## src/rtl/apb_pkg.sv

```systemverilog
// Shared definitions for the APB master: FSM state encoding, bus widths and
// the slave-select values carried by request address bit 7.
package apb_pkg;

  typedef enum logic [1:0] {
    ST_IDLE   = 2'd0,
    ST_SETUP  = 2'd1,
    ST_ACCESS = 2'd2
  } apb_state_e;

  localparam int APB_ADDR_W = 7;
  localparam int APB_DATA_W = 8;

  localparam logic SLV1_SEL = 1'b0;
  localparam logic SLV2_SEL = 1'b1;

endpackage

```

## src/rtl/apb_timeout_ctr.sv

```systemverilog
// Wait-state counter for the ACCESS phase. Expired flags the enabled cycle
// that would bring the count up to the limit.
module apb_timeout_ctr #(
  parameter int W = 5
) (
  input  logic         clk,
  input  logic         rst,
  input  logic         clear,
  input  logic         enable,
  input  logic [W-1:0] limit,
  output logic         expired
);

  logic [W-1:0] count;
  logic [W:0]   next_count;

  assign next_count = {1'b0, count} + (W+1)'(1);
  assign expired    = enable && (next_count == {1'b0, limit});

  always_ff @(posedge clk or posedge rst) begin
    if (rst) begin
      count <= '0;
    end else if (clear) begin
      count <= '0;
    end else if (enable) begin
      count <= next_count[W-1:0];
    end
  end

endmodule

```

## src/rtl/apb_master.sv

```systemverilog
// Two-slave APB master with a valid/ready local request port, one-cycle
// response pulse and a wait-state timeout that forces an error completion.
module apb_master
  import apb_pkg::*;
#(
  parameter int TIMEOUT_CYCLES = 16
) (
  input  logic                  PCLK,
  input  logic                  PRESET,
  // Local request: accepted on any rising edge with req_valid && req_ready.
  // req_ready never depends on req_valid, so the requester may hold
  // req_valid and its payload stable until that edge.
  input  logic                  req_valid,
  output logic                  req_ready,
  input  logic                  req_write,
  input  logic [7:0]            req_addr,
  input  logic [APB_DATA_W-1:0] req_wdata,
  output logic                  rsp_valid,
  output logic [APB_DATA_W-1:0] rsp_rdata,
  output logic                  rsp_err,
  output logic                  PSELECT1,
  output logic                  PSELECT2,
  output logic                  PENABLE,
  output logic                  PWRITE,
  output logic [APB_ADDR_W-1:0] PADDR,
  output logic [APB_DATA_W-1:0] PWDATA,
  input  logic [APB_DATA_W-1:0] PRDATA1,
  input  logic [APB_DATA_W-1:0] PRDATA2,
  input  logic                  PREADY1,
  input  logic                  PREADY2,
  input  logic                  PSLVERR1,
  input  logic                  PSLVERR2,
  output logic [1:0]            state_dbg
);

  localparam int CTR_W = $clog2(TIMEOUT_CYCLES + 1);
  localparam logic [CTR_W-1:0] LIMIT = CTR_W'(TIMEOUT_CYCLES);

  apb_state_e            state;
  logic                  sel;
  logic                  sel_ready;
  logic                  sel_err;
  logic [APB_DATA_W-1:0] sel_rdata;
  logic                  in_access;
  logic                  expired;
  logic                  timeout;
  logic                  accept;

  // Only the slave chosen by the captured address bit is ever observed.
  assign sel_ready = (sel == SLV2_SEL) ? PREADY2  : PREADY1;
  assign sel_err   = (sel == SLV2_SEL) ? PSLVERR2 : PSLVERR1;
  assign sel_rdata = (sel == SLV2_SEL) ? PRDATA2  : PRDATA1;

  assign in_access = (state == ST_ACCESS);
  assign timeout   = in_access && !sel_ready && expired;
  assign req_ready = (state == ST_IDLE) || (in_access && sel_ready && !timeout);
  assign accept    = req_valid && req_ready;
  assign state_dbg = state;

  apb_timeout_ctr #(.W(CTR_W)) u_timeout_ctr (
    .clk     (PCLK),
    .rst     (PRESET),
    .clear   (state == ST_SETUP),
    .enable  (in_access && !sel_ready),
    .limit   (LIMIT),
    .expired (expired)
  );

  always_ff @(posedge PCLK or posedge PRESET) begin
    if (PRESET) begin
      state     <= ST_IDLE;
      sel       <= SLV1_SEL;
      PSELECT1  <= 1'b0;
      PSELECT2  <= 1'b0;
      PENABLE   <= 1'b0;
      PWRITE    <= 1'b0;
      PADDR     <= '0;
      PWDATA    <= '0;
      rsp_valid <= 1'b0;
      rsp_err   <= 1'b0;
      rsp_rdata <= '0;
    end else begin
      rsp_valid <= 1'b0;
      rsp_err   <= 1'b0;
      rsp_rdata <= '0;
      case (state)
        ST_IDLE: begin
        end
        ST_SETUP: begin
          state   <= ST_ACCESS;
          PENABLE <= 1'b1;
        end
        ST_ACCESS: begin
          if (timeout) begin
            state     <= ST_IDLE;
            PSELECT1  <= 1'b0;
            PSELECT2  <= 1'b0;
            PENABLE   <= 1'b0;
            rsp_valid <= 1'b1;
            rsp_err   <= 1'b1;
          end else if (sel_ready) begin
            state     <= ST_IDLE;
            PSELECT1  <= 1'b0;
            PSELECT2  <= 1'b0;
            PENABLE   <= 1'b0;
            rsp_valid <= 1'b1;
            rsp_err   <= sel_err;
            rsp_rdata <= PWRITE ? '0 : sel_rdata;
          end
        end
        default: state <= ST_IDLE;
      endcase
      // A new request overrides the IDLE fall-through, giving back-to-back
      // SETUP directly after a completing ACCESS.
      if (accept) begin
        state    <= ST_SETUP;
        sel      <= req_addr[7];
        PWRITE   <= req_write;
        PADDR    <= req_addr[APB_ADDR_W-1:0];
        PWDATA   <= req_wdata;
        PSELECT1 <= (req_addr[7] == SLV1_SEL);
        PSELECT2 <= (req_addr[7] == SLV2_SEL);
        PENABLE  <= 1'b0;
      end
    end
  end

endmodule

```

## config.mk

```make
export PLATFORM = sky130hd
export DESIGN_NAME = apb_master
export DESIGN_NICKNAME = d
export VERILOG_FILES = /design/src/rtl/apb_pkg.sv /design/src/rtl/apb_timeout_ctr.sv /design/src/rtl/apb_master.sv
export SDC_FILE = /design/constraint.sdc
export NUM_CORES = 1
export LEC_CHECK = 0
export ABC_AREA = 0
export CORE_MARGIN = 1
export CORE_UTILIZATION = 30
export CTS_CLUSTER_DIAMETER = 60
export CTS_CLUSTER_SIZE = 25
export DETAILED_ROUTE_END_ITERATION = 8
export GPL_ROUTABILITY_DRIVEN = 0
export PLACE_DENSITY_LB_ADDON = 0.3
export SYNTH_ARGS = -nofsm -noshare
export SYNTH_HDL_FRONTEND = slang
export SYNTH_SLANG_ARGS = --single-unit
```

## constraint.sdc

```tcl
create_clock -name PCLK -period 3.2 [get_ports PCLK]
set_clock_uncertainty 0.2 [all_clocks]
set_input_delay 0.8 -clock PCLK [delete_from_list [all_inputs] [get_ports PCLK]]
set_output_delay 0.8 -clock PCLK [all_outputs]
set_load 0.02 [all_outputs]
```

==> reports/results.ini, run 1 <==
[synth]
synth_area_sq_um=1600
syn_nets=203
yosysWarningCount=0
seq_area_frac_synth_pct=57.8
ys_top_cells_by_count=nand2_1, dfrtp_1, mux2i_1, nor2_1, nand3_1
synth_top_flop_cell=dfrtp_1
yosys.area.top_type=dfrtp_1
synth_cells=161
ys_ff_latch=37
synth_edf_count=0
avgSynthCellArea_sq_um=9.95
netlist.area_leader.share_pct=57.8
ys_async_sr_fraction_pct=100
ys_types=27
synthTopCellsByArea=dfrtp_1, nand2_1, mux2i_1
synth.most_common_cell=nand2_1

[global_route]
grt_pass1_vias=1294
grt_usage_pct=14.7
grt_max_degree=38
gr-total-overflow=0
antenna_found_initial=0
grt_pass1_wl_microns=6020

[clocking]
cts_buffer_depth=2
cts_hold_buf=0
htree_levels=2
cts.sinks=37
cts_root_buffer=clkbuf_8
cts_tree=done
cts_resized=1
clock_latency_ns=0.28
cts_setup_buffers=0
tritoncts.num_buffers=5
path_clk_slew_ns=0.07

[timing]
whs_ns=0.281
final-setup-viol-count=0
period_needed_ns=2.88
fin_tns_setup_ns=0
rsz0062_at_grt=false
slew_violations=0
tightest_slew_ns=0.469
period_share_pct=90.1
hold_viol=0
relSlewSlack_pct=68.8
fmax_mhz=347

[critical_path]
cp.arrival_ns=1.88
crit_fanout=2
cp-start-kind=input pin
cp-end-kind=output pin
crit_required_ns=2.20
criticalPathCategory=input pin to output pin

[final_layout]
seq_area_sq_um=926
areaGrowthSynthToFinish_pct=54.6
drive_gt1_share_pct=5.46
nNetsFinal=279
antenna_cells=0
final.fill_count=515
multi_input_area_sq_um=636

[power_and_ir_drop]
fin_total_pwr_mw=1.89
switchingPower_uw=704
p_sw_share_pct=37.3
power_frac_comb_pct=45.6
p_leak_nw=1.14
power_frac_seq_pct=38.1
power_density_nw_per_um2=763
ir_worst_vdd_mv=0.394
clock_power_share_pct=16.3
p_int_mw=1.18

[die]
initial_utilization_pct=31.2
core_sq_um=5140
die_w_microns=75.1
die_h_microns=75.1
die_area_sq_um=5630
core.rowCount=26
ios=72

[placed_design]
portBuffers=71
dp_hpwl_microns=2660

[drt]
postRouteAntennaNets=0
vias_per_cell=4.44
wl_met3_microns=255
routed.top_layer=met4
drc=0
num_vias=1369
wl_per_cell_microns=12.1
wl_met1_microns=1630
wirelength_microns=3720
firstDrtPassIters=4
drtIter0Drc=37
wl_met2_microns=1790

[min_path]
min_path_type=flip-flop to flip-flop

[run_status]
status=completed

[job]
maxCapViolCount=0

==> power groups by stage <==
| stage | Combinational, mW | Sequential [mW] | Clock (mW) |
|---|---|---|---|
| 6_report | 0.861 | 0.719 | 0.309 |
| 5_1_grt | 0.948 | 0.740 | 0.338 |
| 4_1_cts | 0.877 | 0.721 | 0.320 |
| 3_5_place_dp | 0.878 | 0.726 | 0 |
| 3_3_place_gp | 0.867 | 0.723 | 0 |
| 2_1_floorplan | 0.307 | 0.878 | 0 |
==> layer usage <==
| metal | vias up | GRT usage [%] |
|---|---|---|
| met5 | - | 0 |
| met4 | 0 | 5.03 |
| met3 | 5 | 4.69 |
| met2 | 41 | 24.5 |
| met1 | 642 | 18.0 |
| li1 | 681 | - |
==> layout by cell type (no fill, tap or decap), types with 4 or more instances in the layout <==
| cell type | n |
|---|---|
| nor2_1 | 10 |
| nand2_1 | 53 |
| nand2b_1 | 5 |
| clkdlybuf4s50_1 | 70 |
| o21ai_0 | 4 |
| nand3_1 | 8 |
| buf_4 | 4 |
| dfrtp_1 | 37 |
| mux2i_1 | 11 |
| a21oi_1 | 4 |
| clkbuf_8 | 5 |
==> registers in the layout (all words and copies together) (netlist names) <==
signal               cells
PENABLE                  1
PADDR                    7
PWDATA                   8
u_timeout_ctr.count      5
state_dbg                2
rsp_valid                1
PSELECT1                 1
sel                      1
PSELECT2                 1
rsp_rdata                8
rsp_err                  1
PWRITE                   1
==> logic make-up after synthesis <==
| kind of cell | Yosys count | synth area share (%) |
|---|---|---|
| buf+inv | 8 | 2.50 |
| simple gates | 82 | 21.7 |
| mux | 13 | 8.28 |
| fa+ha+maj | 2 | 1.56 |
| xor+xnor | 2 | 1.09 |
| compound gates | 17 | 7.03 |
| flops | 37 | 57.8 |
==> stage by stage <==
stage / cells / cell area (sq um) / setup slack [ns] / utilization [%]
final: 308 / 2480 / 0.317 / 48.2
after global routing: 308 / 2480 / 0.223 / 48.2
after CTS: 308 / 2480 / 0.276 / 48.2
after detailed placement: 300 / 2400 / -0.00471 / 46.6
after global placement: 300 / 2400 / -0.00958 / 46.6
after floorplan: 161 / 1600 / 0.781 / -
==> worst paths after layout <==
kind                                       start               endpoint  slack (ns)  cells past startpoint
setup / recovery                         PREADY2              req_ready        0.32                      4
hold reg to reg            PWDATA[2]$_DFFE_PP0P_  PWDATA[2]$_DFFE_PP0P_        0.28                      2
max in group asynchronous                 PRESET   PADDR[3]$_DFFE_PP0P_        1.74                      3
min in group asynchronous                 PRESET      rsp_err$_DFF_PP0_        0.73                      3
hold / removal             PWDATA[2]$_DFFE_PP0P_  PWDATA[2]$_DFFE_PP0P_        0.28                      2
setup reg to reg                 sel$_DFFE_PP0P_     PWRITE$_DFFE_PP0P_        1.30                      5
==> critical path, cell delays in order <==
cell and delay, ns:
clkdlybuf4s50_1 0.45, mux2i_1 0.10, a21oi_1 0.18, dlygate4sd2_1 0.35
==> area by class of cell <==
cell class | instances | share of cell area, %
Tap cell | 70 | 3.54
Clock buffer | 8 | 3.23
Timing Repair Buffer | 75 | 29.9
Sequential cell | 37 | 37.4
Inverter | 2 | 0.303
Multi-Input combinational cell | 116 | 25.7
No activity file was read; power rests on OpenSTA's default activity.
==> run 2, diff against run 1 <==
CORE_ASPECT_RATIO = 0.8   (was unset)
CORE_MARGIN = unset   (was 1)
TNS_END_PERCENT = 20   (was unset)
==> run 2 against run 1 <==
Sequential share of layout area down 0.61 points. First-iteration DRC count down 27%. Final area up 1.7%. Worst setup slack better by 0.11 ns. Critical path depth unchanged. Power up 6.2%. Cell count down 2.3%. Highest routed layer unchanged. Worst hold slack worse by 0.0043 ns. Count of clock-buffer cells in the layout down 2. Sequential power about the same.
==> reports/results.ini, run 2 (synthesis results as in run 1) <==
[final_layout]
drive_gt1_share_pct=7.11  ; +1.7 points
utilization_pct=49.7  ; +1.5 points
seq_area_sq_um=926  ; unchanged
multi_input_area_sq_um=636  ; unchanged
areaGrowthSynthToFinish_pct=57.2
antenna_cells=0  ; unchanged
final.fill_count=488  ; -5.2%
layout.cells.most_common_list=clkdlybuf4s50_1, nand2_1, dfrtp_1
nNetsFinal=280  ; +0.36%
final_common_cell=clkdlybuf4s50_1
reg_top3=PWDATA: 8 flops, rsp_rdata: 8 flops, PADDR: 7 flops

[clocking]
clock_latency_ns=0.28  ; about the same
path_clk_slew_ns=0.07  ; about the same
cts_root_buffer=clkbuf_8
tritoncts.num_buffers=5  ; unchanged
cts_tree=done
cts_setup_buffers=0  ; unchanged
cts.sinks=37  ; unchanged
cts_buffer_depth=2  ; unchanged
htree_levels=2  ; unchanged
cts_hold_buf=0  ; unchanged

[die]
core_sq_um=5060  ; -1.5%
die_area_sq_um=5640  ; about the same
die_w_microns=83.7  ; +11%
initial_utilization_pct=31.6  ; +0.46 points
core.rowCount=23  ; -12%
ios=72  ; unchanged
die_h_microns=67.4  ; -10%

[critical_path]
cp-end-kind=output pin
slowest_stage=clkdlybuf4s50_1
criticalPathCategory=input pin to output pin
crit_chain=clkdlybuf4s50_1 > mux2i_1 > a21oi_1 > dlymetal6s2s_1
crit_fanout=2  ; unchanged
crit_required_ns=2.20  ; about the same
cp.arrival_ns=1.77  ; -0.11 ns
cp_slowest_stage_delay_ns=0.45  ; about the same
cp-start-kind=input pin

[power_and_ir_drop]
p_leak_nw=1.17  ; +2.6%
power_density_nw_per_um2=797  ; +4.5%
ir_worst_vdd_mv=0.447  ; +14%

[global_route]
grt_pass1_wl_microns=6230  ; +3.4%
grt_pass1_vias=1353  ; +4.6%
gr-total-overflow=0  ; unchanged
grt_usage_pct=14.4  ; -0.32 points
antenna_found_initial=0  ; unchanged
grt_max_degree=38  ; unchanged

[drt]
firstDrtPassIters=3  ; -1
wl_per_cell_microns=12.4  ; +2.9%
drtIter0Drc=27  ; -27%
wirelength_microns=3740  ; +0.59%
drc=0  ; unchanged
postRouteAntennaNets=0  ; unchanged
vias_per_cell=4.48  ; +0.76%
num_vias=1348  ; -1.5%

[timing]
whs_ns=0.276  ; -0.00428 ns
slew_violations=0  ; unchanged
fmax_mhz=361  ; +4.0%
period_share_pct=86.6  ; -3.5 points
hold_viol=0  ; unchanged
final-setup-viol-count=0  ; unchanged
tightest_slew_ns=0.458  ; -0.0109 ns
fin_tns_setup_ns=0  ; unchanged
relSlewSlack_pct=69.5  ; +0.73 points
rsz0062_at_grt=false
period_needed_ns=2.77  ; -0.111 ns

[placed_design]
dp_hpwl_microns=2710  ; +2.2%
portBuffers=71  ; unchanged

[min_path]
min_path_type=flip-flop to flip-flop

[job]
maxCapViolCount=0  ; unchanged

[run_status]
status=completed

-- run 2: what timing repair did --
item / in CTS / in global routing
endpoints found under the hold margin: 0 / 0
resized for setup: 0 / 1
endpoints found under the setup margin: 0 / 1
-- run 2: cell type report --
| type | instances | area share [%] |
|---|---|---|
| clock buffers | 6 | 3.28 |
| repair buffers | 76 | 29.8 |
| flip-flops and latches | 37 | 36.8 |
| inverters | 2 | 0.298 |
| well taps | 62 | 3.08 |
| clock inverters | 2 | 1.49 |
| multi-input cells | 116 | 25.2 |
-- run 2: worst paths after layout --
check | startpoint | cells past startpoint | slack (ns) | endpoint
max | PREADY2 | 4 | 0.43 | req_ready
min | PWDATA[7]$_DFFE_PP0P_ | 2 | 0.28 | PWDATA[7]$_DFFE_PP0P_
max reg2reg | sel$_DFFE_PP0P_ | 7 | 1.24 | PADDR[6]$_DFFE_PP0P_
min reg2reg | PWDATA[7]$_DFFE_PP0P_ | 2 | 0.28 | PWDATA[7]$_DFFE_PP0P_
max in group asynchronous | PRESET | 3 | 1.75 | rsp_rdata[4]$_DFF_PP0_
min in group asynchronous | PRESET | 3 | 0.73 | u_timeout_ctr.count[1]$_DFFE_PP0P_
-- run 2: critical path: cells and delay by family --
kind            cells  cell delay (ns)
compound gates      1             0.17
buf+inv             2             0.70
mux                 1             0.10
-- run 2: per-layer routing --
layer | part of all wire, % | GRT usage, % | vias to the layer above
met5 | 0 | 0 | -
met2 | 41 | 22.5 | 58
met1 | 47 | 17.6 | 599
met3 | 10 | 6.11 | 7
met4 | 1.9 | 6.14 | 0
li1 | - | - | 684
-- run 2: power by group --
part           internal (mW)  switching (mW)  leakage [nW]
registers              0.614           0.103         0.476
logic                  0.422           0.451         0.637
clock network          0.253           0.163        0.0574
-- run 2: through the flow --
step	instance area, sq um	total power, mW	setup slack, ns	std cells
after floorplan	1600	1.19	0.781	161
after global placement	2390	1.60	0.0423	293
after detailed placement	2390	1.61	0.0296	293
after CTS	2510	2.04	0.0247	301
after global routing	2520	2.14	0.385	301
final	2520	2.01	0.428	301
==> run 3, diff against run 2 <==
clock period = 3.36 ns   (was 3.2 ns; I/O delays follow)
==> run 3 against run 2 <==
First-iteration DRC count rose to 2.7 times the previous value. Worst setup slack worse by 0.31 ns. Routed wire length is 1.0% higher. Clock power down 7.5%. Sequential power shrank 4.5%.
==> reports/results.ini, run 3 (synthesis results as in run 1) <==
[run_status]
status=completed

[power_and_ir_drop]
fin_total_pwr_mw=1.90  ; -5.3%
p_int_mw=1.21  ; -6.5%
p_sw_share_pct=36.5  ; +0.80 points
clock_power_share_pct=20.3  ; -0.4 points
switchingPower_uw=693  ; -3.2%
power_frac_seq_pct=36.1  ; +0.3 points
power_frac_comb_pct=43.6  ; about the same
p_leak_nw=1.15  ; -1.3%
ir_worst_vdd_mv=0.372  ; -17%
power_density_nw_per_um2=759  ; -4.7%

[placed_design]
dp_cells=292  ; -0.34%
dp_hpwl_microns=2660  ; -1.9%
portBuffers=71  ; unchanged

[critical_path]
r2r_slack_ns=1.49  ; +0.25 ns
crit_fanout=2  ; unchanged
criticalPathCategory=input pin to output pin
cpMostUsedCell=clkdlybuf4s50_1
cp-end-kind=output pin
cp_slowest_stage_delay_ns=0.63  ; +0.18 ns
cp_num_buf_inv=2  ; unchanged
cp-start-kind=input pin
cp.arrival_ns=2.21  ; +0.44 ns
crit_required_ns=2.32  ; +0.12 ns
r2r_start=sel$_DFFE_PP0P_
cp_top_family=buffers and inverters
crit_chain=clkdlybuf4s50_1 > mux2i_1 > a21oi_1 > clkdlybuf4s50_1
startpoint=PREADY2
slowest_stage=clkdlybuf4s50_1

[drt]
wirelength_microns=3780  ; +1.0%
wl_per_cell_microns=12.6  ; +1.4%
postRouteAntennaNets=0  ; unchanged
num_vias=1385  ; +2.7%
firstDrtPassIters=4  ; +1
drtIter0Drc=73  ; +170%
vias_per_cell=4.62  ; +3.1%
drc=0  ; unchanged

[clocking]
tritoncts.num_buffers=5  ; unchanged
cts_root_buffer=clkbuf_8
cts.sinks=37  ; unchanged
cts_resized=0  ; unchanged
htree_levels=2  ; unchanged
cts_buffer_depth=2  ; unchanged
cts_setup_buffers=0  ; unchanged
path_clk_slew_ns=0.08  ; about the same
cts_tree=done
cts_hold_buf=0  ; unchanged
clock_latency_ns=0.29  ; about the same

[global_route]
grt_pass1_vias=1340  ; -0.96%
antenna_found_initial=0  ; unchanged
grt_pass1_wl_microns=6300  ; +1.1%
gr-total-overflow=0  ; unchanged
grt_usage_pct=14.7  ; +0.28 points
grt_max_degree=38  ; unchanged

[timing]
period_needed_ns=3.25
fmax_mhz=308
rsz0062_at_grt=false
relSlewSlack_pct=69.3  ; -0.14 points
final-setup-viol-count=0  ; unchanged
period_share_pct=96.6
slew_violations=0  ; unchanged
tightest_slew_ns=0.447  ; -0.0107 ns
hold_viol=0  ; unchanged
fin_tns_setup_ns=0  ; unchanged

[die]
ios=72  ; unchanged
initial_utilization_pct=31.6  ; unchanged
core_sq_um=5060  ; unchanged
die_area_sq_um=5640  ; unchanged
core.rowCount=23  ; unchanged
die_w_microns=83.7  ; unchanged
die_h_microns=67.4  ; unchanged

[final_layout]
fin_cells=300  ; -0.33%
final_common_cell=clkdlybuf4s50_1
reg_top3=PWDATA: 8 flops, rsp_rdata: 8 flops, PADDR: 7 flops
layout.cells.most_common_list=clkdlybuf4s50_1, nand2_1, dfrtp_1
drive_gt1_share_pct=6.72  ; -0.39 points
nNetsFinal=279  ; -0.36%
utilization_pct=49.4  ; -0.30 points
antenna_cells=0  ; unchanged
final.fill_count=485  ; -0.61%
areaGrowthSynthToFinish_pct=56.3

[min_path]
min_path_type=flip-flop to flip-flop
hp-start=PADDR[1]$_DFFE_PP0P_

[job]
maxCapViolCount=0  ; unchanged

==> run 3: cell type report <==
class                      count  area (sq um)  share of cell area (%)
inverter                       2          7.51                   0.300
timing repair buffer          75           741                    29.6
sequential                    37           926                    37.0
clock buffer                   5          68.8                    2.75
clock inverter                 3          46.3                    1.85
multi-input combinational    116           636                    25.4
tap                           62          77.6                    3.10
==> run 3: power groups by stage <==
stage	combinational [mW]	sequential, mW	clock, mW
4_1_cts	0.841	0.687	0.398
5_1_grt	0.904	0.704	0.421
3_5_place_dp	0.840	0.688	0
6_report	0.828	0.686	0.385
2_1_floorplan	0.293	0.836	0
3_3_place_gp	0.832	0.689	0
==> run 3: through the flow <==
stage / setup slack, ns / hold slack, ns / area (sq um)
2_1_floorplan: 0.861 / 0.302 / 1600
3_3_place_gp: 0.120 / 0.256 / 2390
3_5_place_dp: 0.114 / 0.261 / 2390
4_1_cts: 0.109 / 0.282 / 2500
5_1_grt: 0.0620 / 0.307 / 2500
6_report: 0.114 / 0.278 / 2500
==> run 3: worst paths after layout <==
path                                   endpoint  cells after the start
setup / recovery                      req_ready                      4
hold / removal             PADDR[1]$_DFFE_PP0P_                      2
max in group asynchronous       sel$_DFFE_PP0P_                      3
min in group asynchronous  PADDR[6]$_DFFE_PP0P_                      3
setup reg to reg             PWRITE$_DFFE_PP0P_                      5
hold reg to reg            PADDR[1]$_DFFE_PP0P_                      2
==> run 3: tightest hold or removal path: stages (launching register included) <==
cell and delay (ns):
dfrtp_1 0.34, nand2_1 0.05, nand2_1 0.06
==> run 3: routing by layer <==
metal	up-vias	wire, microns	GRT usage, %
met1	641	1680	18.0
li1	679	-	-
met4	0	49	5.08
met5	-	0	0
met2	58	1580	22.2
met3	7	468	7.70
